<file path="config.mk">
export PLATFORM = sky130hd
export DESIGN_NAME = fpga_serial_transmitter_flat
export DESIGN_NICKNAME = d
export VERILOG_FILES = /design/src/rtl/fpga_link_pkg.sv /design/src/rtl/fpga_serial_transmitter_if.sv /design/src/rtl/baud_tick_counter.sv /design/src/rtl/fpga_serial_transmitter.sv /design/src/flat_wrapper.sv
export SDC_FILE = /design/constraint.sdc
export NUM_CORES = 1
export LEC_CHECK = 0
export CORE_MARGIN = 2
export CORE_UTILIZATION = 40
export CTS_CLUSTER_DIAMETER = 40
export DETAILED_ROUTE_END_ITERATION = 7
export MAX_ROUTING_LAYER = met4
export PLACE_DENSITY = 0.61
export SKIP_LAST_GASP = 1
export SLEW_MARGIN = 15
export SYNTH_ARGS = -nofsm -noshare
export SYNTH_HDL_FRONTEND = slang
export SYNTH_SLANG_ARGS = --single-unit
</file>
<file path="constraint.sdc">
create_clock -name clock -period 1.8 [get_ports clock]
set_input_delay 0.18 -clock clock [delete_from_list [all_inputs] [get_ports clock]]
set_output_delay 0.18 -clock clock [all_outputs]
set_load 0.005 [all_outputs]
</file>
<file path="src/rtl/fpga_link_pkg.sv">
`default_nettype none
// ============================================================================
// Module   : fpga_link_pkg
// Desc     : Shared line-level constants and FSM states for the FPGA-to-FPGA link.
// Revision : 1.0 - initial release
// ============================================================================
package fpga_link_pkg;

    localparam int   DATA_BITS   = 8;
    localparam logic IDLE_LEVEL  = 1'b1;
    localparam logic START_LEVEL = 1'b0;
    localparam logic STOP_LEVEL  = 1'b1;

    typedef enum logic [2:0] {
        IDLE   = 3'd0,
        START  = 3'd1,
        DATA   = 3'd2,
        PARITY = 3'd3,
        STOP   = 3'd4
    } link_state_e;

    function automatic logic even_parity(input logic [DATA_BITS-1:0] data);
        return ^data;
    endfunction

endpackage
`default_nettype wire

</file>
<file path="src/rtl/fpga_serial_transmitter_if.sv">
`default_nettype none
// ============================================================================
// Module   : fpga_serial_transmitter_if
// Desc     : Byte valid/ready handshake into the link serializer.
// Revision : 1.0 - initial release
// ============================================================================
interface fpga_serial_transmitter_if;
    import fpga_link_pkg::*;

    logic [DATA_BITS-1:0] data_in;
    logic                 data_valid;
    logic                 data_ready;

    modport master (
        output data_in,
        output data_valid,
        input  data_ready
    );

    modport slave (
        input  data_in,
        input  data_valid,
        output data_ready
    );

endinterface
`default_nettype wire

</file>
<file path="src/rtl/baud_tick_counter.sv">
`default_nettype none
// ============================================================================
// Module   : baud_tick_counter
// Desc     : Counts 0..CLKS_PER_BIT-1 and flags the bit-end cycle; shared with the receiver.
// Revision : 1.0 - initial release
// ============================================================================
module baud_tick_counter #(
    parameter int CLKS_PER_BIT = 16
) (
    input  wire logic clock,
    input  wire logic reset,
    input  wire logic clear,
    output logic      tick
);

    localparam int                c_cnt_w = (CLKS_PER_BIT > 1) ? $clog2(CLKS_PER_BIT) : 1;
    localparam logic [c_cnt_w-1:0] c_last = c_cnt_w'(CLKS_PER_BIT - 1);

    logic [c_cnt_w-1:0] r_count;

    always_ff @(posedge clock) begin
        if (reset || clear) begin
            r_count <= '0;
        end else if (r_count == c_last) begin
            r_count <= '0;
        end else begin
            r_count <= r_count + 1'b1;
        end
    end

    assign tick = (r_count == c_last);

endmodule
`default_nettype wire

</file>
<file path="src/rtl/fpga_serial_transmitter.sv">
`default_nettype none
// ============================================================================
// Module   : fpga_serial_transmitter
// Desc     : UART-style serializer with a one-byte holding buffer for gapless frames.
// Revision : 1.0 - initial release
// ============================================================================
module fpga_serial_transmitter
    import fpga_link_pkg::*;
#(
    parameter int CLKS_PER_BIT = 16,
    parameter bit PARITY_EN    = 1'b0
) (
    input  wire logic                clock,
    input  wire logic                reset,
    fpga_serial_transmitter_if.slave link,
    output logic                     serial_out,
    output logic                     busy,
    output logic                     frame_done
);

    localparam logic [2:0] c_last_bit = 3'(DATA_BITS - 1);

    link_state_e          r_state;
    logic [DATA_BITS-1:0] r_hold;
    logic [DATA_BITS-1:0] r_shifter;
    logic [2:0]           r_bit_idx;
    logic                 r_full;
    logic                 r_data_ready;
    logic                 r_parity;
    logic                 r_serial_out;
    logic                 r_busy;
    logic                 r_frame_done;

    logic w_tick;
    logic w_clear;
    logic w_accept;
    logic w_load;
    logic w_full_next;
    logic w_line;

    // The counter sits at zero while idle, so START always begins a full bit period.
    assign w_clear = (r_state == IDLE);

    baud_tick_counter #(
        .CLKS_PER_BIT(CLKS_PER_BIT)
    ) u_baud (
        .clock (clock),
        .reset (reset),
        .clear (w_clear),
        .tick  (w_tick)
    );

    always_comb begin
        w_accept    = link.data_valid & r_data_ready;
        w_load      = r_full & ((r_state == IDLE) | ((r_state == STOP) & w_tick));
        w_full_next = r_full;
        if (w_load) begin
            w_full_next = 1'b0;
        end
        if (w_accept) begin
            w_full_next = 1'b1;
        end

        w_line = IDLE_LEVEL;
        case (r_state)
            START:   w_line = START_LEVEL;
            DATA:    w_line = r_shifter[0];
            PARITY:  w_line = r_parity;
            STOP:    w_line = STOP_LEVEL;
            default: w_line = IDLE_LEVEL;
        endcase
    end

    // All outputs are registered from the current state, so they trail the FSM by one
    // cycle together and frame_done lines up with the last stop-bit cycle on the wire.
    always_ff @(posedge clock) begin
        if (reset) begin
            r_state      <= IDLE;
            r_hold       <= '0;
            r_shifter    <= '0;
            r_bit_idx    <= '0;
            r_full       <= 1'b0;
            r_data_ready <= 1'b1;
            r_parity     <= 1'b0;
            r_serial_out <= IDLE_LEVEL;
            r_busy       <= 1'b0;
            r_frame_done <= 1'b0;
        end else begin
            r_full       <= w_full_next;
            r_data_ready <= ~w_full_next;
            if (w_accept) begin
                r_hold <= link.data_in;
            end

            r_serial_out <= w_line;
            r_busy       <= (r_state != IDLE);
            r_frame_done <= (r_state == STOP) & w_tick;

            case (r_state)
                IDLE: begin
                    if (r_full) begin
                        r_shifter <= r_hold;
                        r_parity  <= even_parity(r_hold);
                        r_state   <= START;
                    end
                end
                START: begin
                    if (w_tick) begin
                        r_bit_idx <= '0;
                        r_state   <= DATA;
                    end
                end
                DATA: begin
                    if (w_tick) begin
                        r_shifter <= r_shifter >> 1;
                        if (r_bit_idx == c_last_bit) begin
                            r_bit_idx <= '0;
                            r_state   <= PARITY_EN ? PARITY : STOP;
                        end else begin
                            r_bit_idx <= r_bit_idx + 3'd1;
                        end
                    end
                end
                PARITY: begin
                    if (w_tick) begin
                        r_state <= STOP;
                    end
                end
                STOP: begin
                    if (w_tick) begin
                        if (r_full) begin
                            r_shifter <= r_hold;
                            r_parity  <= even_parity(r_hold);
                            r_state   <= START;
                        end else begin
                            r_state <= IDLE;
                        end
                    end
                end
                default: r_state <= IDLE;
            endcase
        end
    end

    assign serial_out      = r_serial_out;
    assign busy            = r_busy;
    assign frame_done      = r_frame_done;
    assign link.data_ready = r_data_ready;

endmodule
`default_nettype wire

</file>
<file path="src/flat_wrapper.sv">
// flat-port wrapper written by rule: the top's interface ports become plain ports
module fpga_serial_transmitter_flat import fpga_link_pkg::*;
#(
    parameter int CLKS_PER_BIT = 16,
    parameter bit PARITY_EN    = 1'b0
)
  (clock, reset, serial_out, busy, frame_done, link_data_in, link_data_valid, link_data_ready);
  fpga_serial_transmitter_if link_i ();
  input  wire logic clock;
  input  wire logic reset;
  output logic serial_out;
  output logic busy;
  output logic frame_done;
  input wire logic [$bits(link_i.data_in)-1:0] link_data_in;
  input wire logic [$bits(link_i.data_valid)-1:0] link_data_valid;
  output wire logic [$bits(link_i.data_ready)-1:0] link_data_ready;
  assign link_i.data_in = link_data_in;
  assign link_i.data_valid = link_data_valid;
  assign link_data_ready = link_i.data_ready;
  fpga_serial_transmitter #(.CLKS_PER_BIT(CLKS_PER_BIT), .PARITY_EN(PARITY_EN)) u_core (.clock(clock), .reset(reset), .link(link_i), .serial_out(serial_out), .busy(busy), .frame_done(frame_done));
endmodule
</file>
==> metrics.cfg, run 1 <==
[outcome]
status=complete, no violations

[timing]
rsz0062_at_grt=false
finalSetupTns_ns=0
fin_skew_ns=0.0140
period_share_pct=92.7
slew_viol_final=0
setup_viol_count_final=0
min_period_ns=1.67
fmax_mhz=599
slew_headroom_pct=67.5
timing.hold.ws_ns=0.402
worst_pin_slew_ns=0.485
hold_viol=0

[synth]
yosysWarnings=0
syn_area_per_cell_um2=8.87
synth_top_area_share_pct=45.1
synth.ff_latch_count=32
synthCells=160
synth_most_common_cell=dfxtp_1
synth_edf_count=0
yosys-top-cells-area=dfxtp_1 (45%), xnor2_1 (5.6%), a21oi_1 (5.3%)
syn-num-nets=174
netlist_area_mm2=0.00142
synth.distinct_cells=34
yosysTopAreaCell=dfxtp_1
synth_common_cells=dfxtp_1 (32), a21oi_1 (15), nand2_1 (15)
ys_seq_area_share_pct=45.1
ys.flop_type=dfxtp_1
synthArstFlopShare_pct=0

[global_routing]
grt_pass1_wl_um=4860
antenna_found_initial=0
grt_overflow=0
grt_pass1_vias=1161
gr-usage-all-layers_pct=15.7
grt_start_max_net_pins=20

[cells_and_area]
area_growth_pct=22.3
fin_nets=194
stdcell_count=227
drive_gt1_share_pct=12.2
insertedDiodeCount=0

[place]
dp_hpwl_um=2060
gp_congestion=0.800
dp_cells=219
portBuffers=14

[critical_path]
path_delay_family=simple AND/OR/NAND/NOR gates
crit_type=register to register
cp_slowest_stage_delay_ns=0.40
path_buf_inv=0
crit_path_max_fanout=4
cpMaxStageDelayCell=or3_4
required_ns=2.06
crit_chain=ha_2 -> nand3_1 -> or3_4 -> or4_1 -> a21oi_1
end_kind=register
arrival_ns=1.93
critPathLaunchType=register

[route]
antenna_left=0
routed_wirelength_um=2780
viasPerCell=5.42
first_pass_iters=4
vias=1231
wl_per_cell_um=12.2
route.detailed.drc=0
drt_iter0_drc=63

[clock_network]
cts_buffers=5
cts_buffer_depth=2
clock_latency_ns=0.34
cts_root_buf=clkbuf_4
clkTransAtPathRegs_ns=0.11
htree_levels=2
cts_sinks=32
cts_tree=yes

[floorplanning]
die-area_mm2=0.00404
io_pins=15
die_w_um=63.6
core_area_mm2=0.00336
num_rows=21
die_y_um=63.6
initial_utilization_pct=42.2

[flow_run]
maxCapViolCount=0

[min_path]
hold_class=input port to register

[power_and_ir_drop]
vdd_ir_drop_max_mv=0.619
powerDensity_mw_per_mm2=854
p_leak_nw=0.655

-- where the power goes --
| group | leakage [nW] | switching, mW | internal (mW) |
|---|---|---|---|
| logic | 0.352 | 0.0798 | 0.0915 |
| clock network | 0.0412 | 0.252 | 0.289 |
| registers | 0.262 | 0.0268 | 0.743 |
-- per-stage QoR --
stage | worst slack (ns) | area [µm²] | total power, mW | utilization, %
after detailed placement | 0.0920 | 1640 | 0.958 | 48.8
after floorplan | 0.148 | 1420 | 0.894 | -
final | 0.131 | 1740 | 1.48 | 51.6
after global placement | 0.187 | 1640 | 0.953 | 48.8
after global routing | 0.00414 | 1740 | 1.56 | 51.6
after CTS | 0.0562 | 1720 | 1.51 | 51.2
-- routing by layer --
| metal | part of all wire, % | track usage, % |
|---|---|---|
| met5 | 0 | - |
| met4 | 2.2 | 8.70 |
| met3 | 3.5 | 3.93 |
| met2 | 50 | 26.3 |
| met1 | 45 | 16.8 |
-- state kept, by name (all words and copies together) (netlist names) --
signal / count
u_core.r_parity: 1
u_core.busy: 1
u_core.u_baud.r_count: 4
u_core.frame_done: 1
u_core.r_shifter: 8
u_core.serial_out: 1
u_core.r_hold: 8
u_core.r_state: 3
u_core.r_bit_idx: 3
u_core.link.data_ready: 1
u_core.r_full: 1
-- final timing paths --
check                                                          from                             endpoint  slack [ns]  cells past startpoint
worst max-delay path            u_core.u_baud.r_count[0]$_SDFF_PP0_     u_core.r_bit_idx[0]$_SDFFE_PP0P_        0.13                      5
worst max register to register  u_core.u_baud.r_count[0]$_SDFF_PP0_     u_core.r_bit_idx[0]$_SDFFE_PP0P_        0.13                      5
worst min-delay path                                link_data_in[2]        u_core.r_hold[2]$_SDFFE_PP0P_        0.40                      3
worst min register to register  u_core.u_baud.r_count[0]$_SDFF_PP0_  u_core.u_baud.r_count[0]$_SDFF_PP0_        0.44                      1
-- worst min-delay path, cell delays in order --
cell and delay (ns):
clkdlybuf4s50_1 0.40, nand3_1 0.06, a21oi_1 0.05
-- cell usage in the layout, fill, tap and decap left out, types with 2 or more instances in the layout --
| cell | n |
|---|---|
| a211oi_1 | 7 |
| dfxtp_1 | 31 |
| clkdlybuf4s50_1 | 14 |
| nor3b_1 | 2 |
| a311oi_1 | 2 |
| nand3_1 | 13 |
| buf_4 | 9 |
| clkbuf_4 | 5 |
| nand2b_1 | 4 |
| o21bai_1 | 2 |
| nor2_1 | 11 |
| ha_1 | 2 |
| nor3_1 | 10 |
| xnor2_1 | 9 |
| a21oi_1 | 15 |
| nand2_1 | 15 |
| a22oi_1 | 2 |
| mux2i_1 | 6 |
-- cell type report --
type,count,area [µm²]
Clock buffer,5,37.5
Clock inverter,3,42.5
Fill cell,338,1630
Multi-Input combinational cell,118,748
Sequential cell,32,642
Tap cell,46,57.6
Timing Repair Buffer,23,208
-- repair_timing --
action | CTS | global route
buffers inserted | 0 | 0
hold buffers | 0 | 0
resized for setup | 0 | 4
endpoints found under the setup margin | 0 | 10
endpoints found under the hold margin | 0 | 0
-- logic make-up after synthesis --
kind of cell             count (synthesis)  share of synthesized area, %
AND/OR/NAND/NOR                         63                          21.9
AO/OA/AOI/OAI                           36                          16.9
flip-flops                              32                          45.1
XOR/XNOR                                10                          6.17
buffers and inverters                   10                          3.00
multiplexers                             6                          4.23
adder cells (fa/ha/maj)                  3                          2.65
No activity file was read; power rests on OpenSTA's default activity.
==> run 2: changes to the inputs <==
==> constraint.sdc (replaced) <==
create_clock -name clock -period 2.1 [get_ports clock]
set_input_delay 0.21 -clock clock [delete_from_list [all_inputs] [get_ports clock]]
set_output_delay 0.21 -clock clock [all_outputs]
set_load 0.005 [all_outputs]
==> run 2 against run 1 <==
Net effect: flip-flop and latch count unchanged; global-route usage down 0.64 points; critical endpoint is now u_core.r_shifter[5]$_SDFFE_PP0P_; maximum frequency down 9.8%; largest power group unchanged; power down 20%; clock power down 29%; clock skew down 0.0090 ns; critical path type unchanged; largest cell class unchanged; count of clock-buffer cells in the layout up 2; highest routed layer unchanged; final cell count down 2.6%.
==> metrics.cfg, run 2 (synthesized netlist as in run 1, its figures left out) <==
[power_and_ir_drop]
p_sw_share_pct=24.0  ; -0.14 points
powerDensity_mw_per_mm2=709  ; -17%
internal_power_mw=0.899  ; -20%
vdd_ir_drop_max_mv=0.409  ; -34%
p_sw_mw=0.285  ; -21%
p_comb_share_pct=11.4  ; -0.2 points
seqPwrFrac_pct=56.1  ; +4.2 points
p_leak_nw=0.624  ; -4.7%
p_clk_share_pct=32.5  ; -4.0 points

[route]
wl_per_cell_um=12.0  ; -1.8%
routed_wirelength_um=2660  ; -4.4%
vias=1158  ; -5.9%
first_pass_iters=4  ; unchanged
route.detailed.drc=0  ; unchanged
antenna_left=0  ; unchanged
drt_iter0_drc=43  ; -32%
viasPerCell=5.24  ; -3.4%

[timing]
fin_skew_ns=0.00507  ; -0.00896 ns
fmax_mhz=541  ; -9.8%
setup_slack_ns=0.250  ; +0.119 ns
rsz0062_at_grt=false
worst_pin_slew_ns=0.566  ; +0.0815 ns
setup_viol_count_final=0  ; unchanged
slew_headroom_pct=62.1  ; -5.4 points
hold_viol=0  ; unchanged
min_period_ns=1.85  ; +0.181 ns
timing.hold.ws_ns=0.433  ; +0.0310 ns
finalSetupTns_ns=0  ; unchanged
slew_viol_final=0  ; unchanged
period_share_pct=88.1  ; -4.6 points

[min_path]
hold_class=input port to register
min_to=u_core.r_hold[2]$_SDFFE_PP0P_
min_delay_path_depth=3  ; unchanged
worstHoldStart=link_data_in[2]

[cells_and_area]
regArea_um2=641  ; -0.20%
stdcell_count=221  ; -2.6%
drive_gt1_share_pct=6.86  ; -5.3 points
fin_nets=189  ; -2.6%
mostFrequentLayoutCell=dfxtp_1
reg_top3=u_core.r_hold: 8 flops, u_core.r_shifter: 8 flops, u_core.u_baud.r_count: 4 flops
multi_input_area_um2=736  ; -1.7%
final_cell_mix=dfxtp_1 (32), nand2_1 (15), a21oi_1 (15)
insertedDiodeCount=0  ; unchanged
final_core_util_pct=49.6  ; -2.0 points
fillCellCount=351  ; +3.8%
area_growth_pct=17.6

[critical_path]
end_kind=register
crit_chain=or2b_1 -> a211oi_2 -> nor3_1 -> a211oi_1
arrival_ns=2.08  ; +0.15 ns
rrSetupSlack_ns=0.25  ; +0.12 ns
cp_slowest_stage_delay_ns=0.58  ; +0.18 ns
r2r_start=u_core.r_state[1]$_SDFFE_PP0P_
path_delay_family=compound AO/OA/AOI/OAI gates
reg2reg_to=u_core.r_shifter[5]$_SDFFE_PP0P_
crit_type=register to register
path_buf_inv=0  ; unchanged
r2r_cells=4  ; -1
cpMaxStageDelayCell=dfxtp_1
crit_path_max_fanout=14  ; +10
required_ns=2.33  ; +0.27 ns
critPathLaunchType=register

[global_routing]
grt_pass1_wl_um=4550  ; -6.4%
grt_pass1_vias=1070  ; -7.8%
grt_start_max_net_pins=17  ; -15%
grt_overflow=0  ; unchanged
gr-usage-all-layers_pct=15.0  ; -0.64 points
antenna_found_initial=0  ; unchanged

[floorplanning]
die_w_um=63.6  ; unchanged
core_area_mm2=0.00336  ; unchanged
num_rows=21  ; unchanged
initial_utilization_pct=42.2  ; unchanged
die_y_um=63.6  ; unchanged
die-area_mm2=0.00404  ; unchanged
io_pins=15  ; unchanged

[clock_network]
clock_latency_ns=0.33  ; about the same
cts_root_buf=clkbuf_4
cts_buffers=5  ; unchanged
cts_sinks=32  ; unchanged
clkTransAtPathRegs_ns=0.09  ; -0.02 ns
cts_buffer_depth=2  ; unchanged
cts_hold_buf=0  ; unchanged
cts_tree=yes
htree_levels=2  ; unchanged
cts_setup_buffers=0  ; unchanged
cts-resized-gates=0  ; unchanged

[place]
portBuffers=14  ; unchanged
dp_hpwl_um=1960  ; -4.9%
gp_congestion=0.780  ; -2.5%
dp_cells=214  ; -2.3%
dpl_worst_slack_ns=0.296  ; +0.204 ns

[flow_run]
maxCapViolCount=0  ; unchanged

[outcome]
status=complete, no violations

[run 2: tightest hold or removal path: cells and delay by family]
kind	cells	cell delay [ns]
buffers and inverters	1	0.40
AO/OA/AOI/OAI	1	0.05
AND/OR/NAND/NOR	1	0.06
[run 2: per-layer routing]
| metal | share of wire [%] | track usage [%] |
|---|---|---|
| met4 | 2.1 | 7.34 |
| met2 | 48 | 24.7 |
| met5 | 0 | - |
| met3 | 4.4 | 5.54 |
| met1 | 46 | 15.9 |
[run 2: how the worst max path moves through the flow]
| stage | slack (ns) | depth (start not counted) | endpoint | from |
|---|---|---|---|---|
| after floorplan | 0.45 | 5 | u_core.r_bit_idx[0]$_SDFFE_PP0P_ | u_core.u_baud.r_count[0]$_SDFF_PP0_ |
| after global placement | 0.41 | 4 | u_core.r_shifter[0]$_SDFFE_PP0P_ | u_core.r_state[1]$_SDFFE_PP0P_ |
| after detailed placement | 0.30 | 4 | u_core.r_shifter[5]$_SDFFE_PP0P_ | u_core.r_state[1]$_SDFFE_PP0P_ |
| after CTS | 0.26 | 4 | u_core.r_shifter[5]$_SDFFE_PP0P_ | u_core.r_state[1]$_SDFFE_PP0P_ |
| after global routing | 0.14 | 4 | u_core.r_shifter[6]$_SDFFE_PP0P_ | u_core.r_state[1]$_SDFFE_PP0P_ |
| final | 0.25 | 4 | u_core.r_shifter[5]$_SDFFE_PP0P_ | u_core.r_state[1]$_SDFFE_PP0P_ |
[run 2: final cells by class]
class | instances | area share, %
sequential | 32 | 38.4
multi-input combinational | 118 | 44.1
clock buffer | 7 | 3.90
timing repair buffer | 18 | 10.2
tap | 46 | 3.45
[run 2: metrics by stage]
step | power, mW | cell area [µm²]
floorplan | 0.766 | 1420
global placement | 0.812 | 1600
detailed placement | 0.815 | 1600
CTS | 1.20 | 1670
global route | 1.25 | 1670
finish | 1.18 | 1670
[run 2: power by group through the flow]
stage	logic (mW)	registers [mW]	clock network [mW]
6_report	0.135	0.664	0.385
4_1_cts	0.137	0.665	0.402
2_1_floorplan	0.0996	0.667	0
5_1_grt	0.151	0.669	0.428
3_3_place_gp	0.134	0.678	0
3_5_place_dp	0.137	0.678	0
==> run 3: changes to the inputs <==
--- a/config.mk
+++ b/config.mk
@@ -5,7 +5,6 @@
 export SDC_FILE = /design/constraint.sdc
 export NUM_CORES = 1
 export LEC_CHECK = 0
-export CORE_MARGIN = 2
 export CORE_UTILIZATION = 40
 export CTS_CLUSTER_DIAMETER = 40
 export DETAILED_ROUTE_END_ITERATION = 7
@@ -16,3 +15,4 @@
 export SYNTH_ARGS = -nofsm -noshare
 export SYNTH_HDL_FRONTEND = slang
 export SYNTH_SLANG_ARGS = --single-unit
+export TNS_END_PERCENT = 10
==> run 3 against run 2 <==
Net effect: via count up 2.3%; highest routed layer unchanged; critical endpoint is now u_core.r_bit_idx[0]$_SDFFE_PP0P_; count of clock-buffer cells in the layout shrank 1; global-route usage grew 2.4 points; sequential share of layout area down 0.086 points; largest power group unchanged; critical path type unchanged.
==> metrics.cfg, run 3 (synthesized netlist as in run 1, its figures left out) <==
[outcome]
status=complete, no violations

[global_routing]
gr-usage-all-layers_pct=17.5  ; +2.4 points
antenna_found_initial=0  ; unchanged
grt_start_max_net_pins=20  ; +3
grt_pass1_wl_um=4580  ; +0.75%
grt_overflow=0  ; unchanged
grt_pass1_vias=1026  ; -4.1%

[critical_path]
r2r_start=u_core.u_baud.r_count[0]$_SDFF_PP0_
r2r_cells=5  ; +1
crit_chain=ha_1 -> nand3_1 -> or3_1 -> or4_1 -> a21oi_1
path_delay_family=simple AND/OR/NAND/NOR gates
reg2reg_to=u_core.r_bit_idx[0]$_SDFFE_PP0P_
end_kind=register
cp_slowest_stage_delay_ns=0.46  ; -0.12 ns
required_ns=2.37  ; +0.04 ns
crit_path_max_fanout=5  ; -9
rrSetupSlack_ns=0.26  ; about the same
crit_type=register to register
critPathLaunchType=register
path_buf_inv=0  ; unchanged
arrival_ns=2.11  ; +0.03 ns
cpMaxStageDelayCell=or3_1

[timing]
setup_viol_count_final=0  ; unchanged
worst_pin_slew_ns=0.559  ; -0.00666 ns
min_period_ns=1.84  ; -0.00634 ns
period_share_pct=87.8  ; -0.30 points
hold_viol=0  ; unchanged
slew_headroom_pct=62.6  ; +0.49 points
slew_viol_final=0  ; unchanged
fin_skew_ns=0.00718  ; +0.00210 ns
fmax_mhz=542  ; +0.34%
rsz0062_at_grt=false
finalSetupTns_ns=0  ; unchanged

[floorplanning]
core_area_mm2=0.00336  ; unchanged
num_rows=21  ; unchanged
die_w_um=61.6  ; -3.1%
die_y_um=61.6  ; -3.1%
die-area_mm2=0.00379  ; -6.2%
initial_utilization_pct=42.2  ; unchanged
io_pins=15  ; unchanged

[power_and_ir_drop]
internal_power_mw=0.869  ; -3.4%
p_sw_share_pct=26.3  ; +2.2 points
p_comb_share_pct=11.4  ; about the same
vdd_ir_drop_max_mv=0.438  ; +7.1%
p_sw_mw=0.310  ; +8.8%
p_clk_share_pct=32.2  ; -0.3 points
powerDensity_mw_per_mm2=705  ; -0.67%
p_total_mw=1.18  ; -0.45%
seqPwrFrac_pct=56.4  ; +0.3 points
p_leak_nw=0.630  ; +0.98%

[route]
route.detailed.drc=0  ; unchanged
vias=1185  ; +2.3%
routed_wirelength_um=2720  ; +2.4%
antenna_left=0  ; unchanged
drt_iter0_drc=40  ; -7.0%
wl_per_cell_um=12.2  ; +1.5%
first_pass_iters=4  ; unchanged
viasPerCell=5.31  ; +1.4%

[place]
dp_hpwl_um=1920  ; -2.3%
portBuffers=14  ; unchanged
gp_congestion=0.793  ; +1.7%

[clock_network]
cts_hold_buf=0  ; unchanged
cts-resized-gates=0  ; unchanged
htree_levels=2  ; unchanged
cts_tree=yes
clock_latency_ns=0.34  ; about the same
cts_buffer_depth=2  ; unchanged
cts_sinks=32  ; unchanged
clkTransAtPathRegs_ns=0.11  ; +0.02 ns
cts_setup_buffers=0  ; unchanged
cts_root_buf=clkbuf_4
cts_buffers=5  ; unchanged

[cells_and_area]
final_cell_mix=dfxtp_1 (32), nand2_1 (15), a21oi_1 (15)
insertedDiodeCount=0  ; unchanged
area_growth_pct=17.9
fin_nets=190  ; +0.53%
mostFrequentLayoutCell=dfxtp_1
drive_gt1_share_pct=7.91  ; +1.1 points
reg_top3=u_core.r_hold: 8 flops, u_core.r_shifter: 8 flops, u_core.u_baud.r_count: 4 flops
fillCellCount=354  ; +0.85%

[min_path]
min_to=u_core.r_hold[6]$_SDFFE_PP0P_
worstHoldStart=link_data_in[6]
min_delay_path_depth=3  ; unchanged
hold_class=input port to register

[flow_run]
maxCapViolCount=0  ; unchanged

run 3: cell types whose count changed in the layout (fill, tap and decap cells not counted):
cell	change
buf_4	+1
clkbuf_8	-1
clkinv_2	+2
run 3: metal layers:
layer / track usage [%] / up-vias / wire, µm
met4: 11.4 / 0 / 72
met5: - / - / 0
li1: - / 609 / -
met1: 21.4 / 540 / 1290
met2: 25.7 / 29 / 1270
met3: 3.78 / 7 / 93
run 3: power by group through the flow:
stage	clock [mW]	combinational (mW)	sequential [mW]
floorplan	0	0.0996	0.667
CTS	0.390	0.136	0.664
detailed placement	0	0.136	0.678
global placement	0	0.133	0.677
global route	0.413	0.150	0.670
finish	0.380	0.135	0.664
run 3: area by class of cell:
class / instances / area (µm²) / area share [%]
repair buffers: 19 / 178 / 10.6
multi-input cells: 118 / 736 / 44.0
clock buffers: 6 / 51.3 / 3.07
well taps: 46 / 57.6 / 3.44
flip-flops and latches: 32 / 641 / 38.3
clock inverters: 2 / 10.0 / 0.598
run 3: worst reg2reg max path, cell delays in order (launching register included):
cell     delay, ns
dfxtp_1       0.37
ha_1          0.20
nand3_1       0.21
or3_1         0.46
or4_1         0.41
a21oi_1       0.12
run 3: worst max-delay path by stage:
| stage | slack [ns] | startpoint | depth (start not counted) | endpoint |
|---|---|---|---|---|
| 2_1_floorplan | 0.45 | u_core.u_baud.r_count[0]$_SDFF_PP0_ | 5 | u_core.r_bit_idx[0]$_SDFFE_PP0P_ |
| 3_3_place_gp | 0.37 | u_core.u_baud.r_count[0]$_SDFF_PP0_ | 5 | u_core.r_bit_idx[0]$_SDFFE_PP0P_ |
| 3_5_place_dp | 0.29 | u_core.u_baud.r_count[0]$_SDFF_PP0_ | 5 | u_core.r_bit_idx[0]$_SDFFE_PP0P_ |
| 4_1_cts | 0.25 | u_core.u_baud.r_count[0]$_SDFF_PP0_ | 5 | u_core.r_bit_idx[0]$_SDFFE_PP0P_ |
| 5_1_grt | 0.12 | u_core.u_baud.r_count[0]$_SDFF_PP0_ | 5 | u_core.r_bit_idx[0]$_SDFFE_PP0P_ |
| 6_report | 0.26 | u_core.u_baud.r_count[0]$_SDFF_PP0_ | 5 | u_core.r_bit_idx[0]$_SDFFE_PP0P_ |
run 3: metrics by stage:
stage / util (%) / hold slack [ns] / setup slack (ns) / cell area, µm² / std cells
after global routing: 49.7 / 0.427 / 0.125 / 1670 / 223
after CTS: 49.7 / 0.409 / 0.246 / 1670 / 223
after global placement: 47.9 / 0.428 / 0.371 / 1610 / 215
after detailed placement: 47.9 / 0.465 / 0.289 / 1610 / 215
final: 49.7 / 0.422 / 0.256 / 1670 / 223
after floorplan: - / 0.302 / 0.448 / 1420 / 160
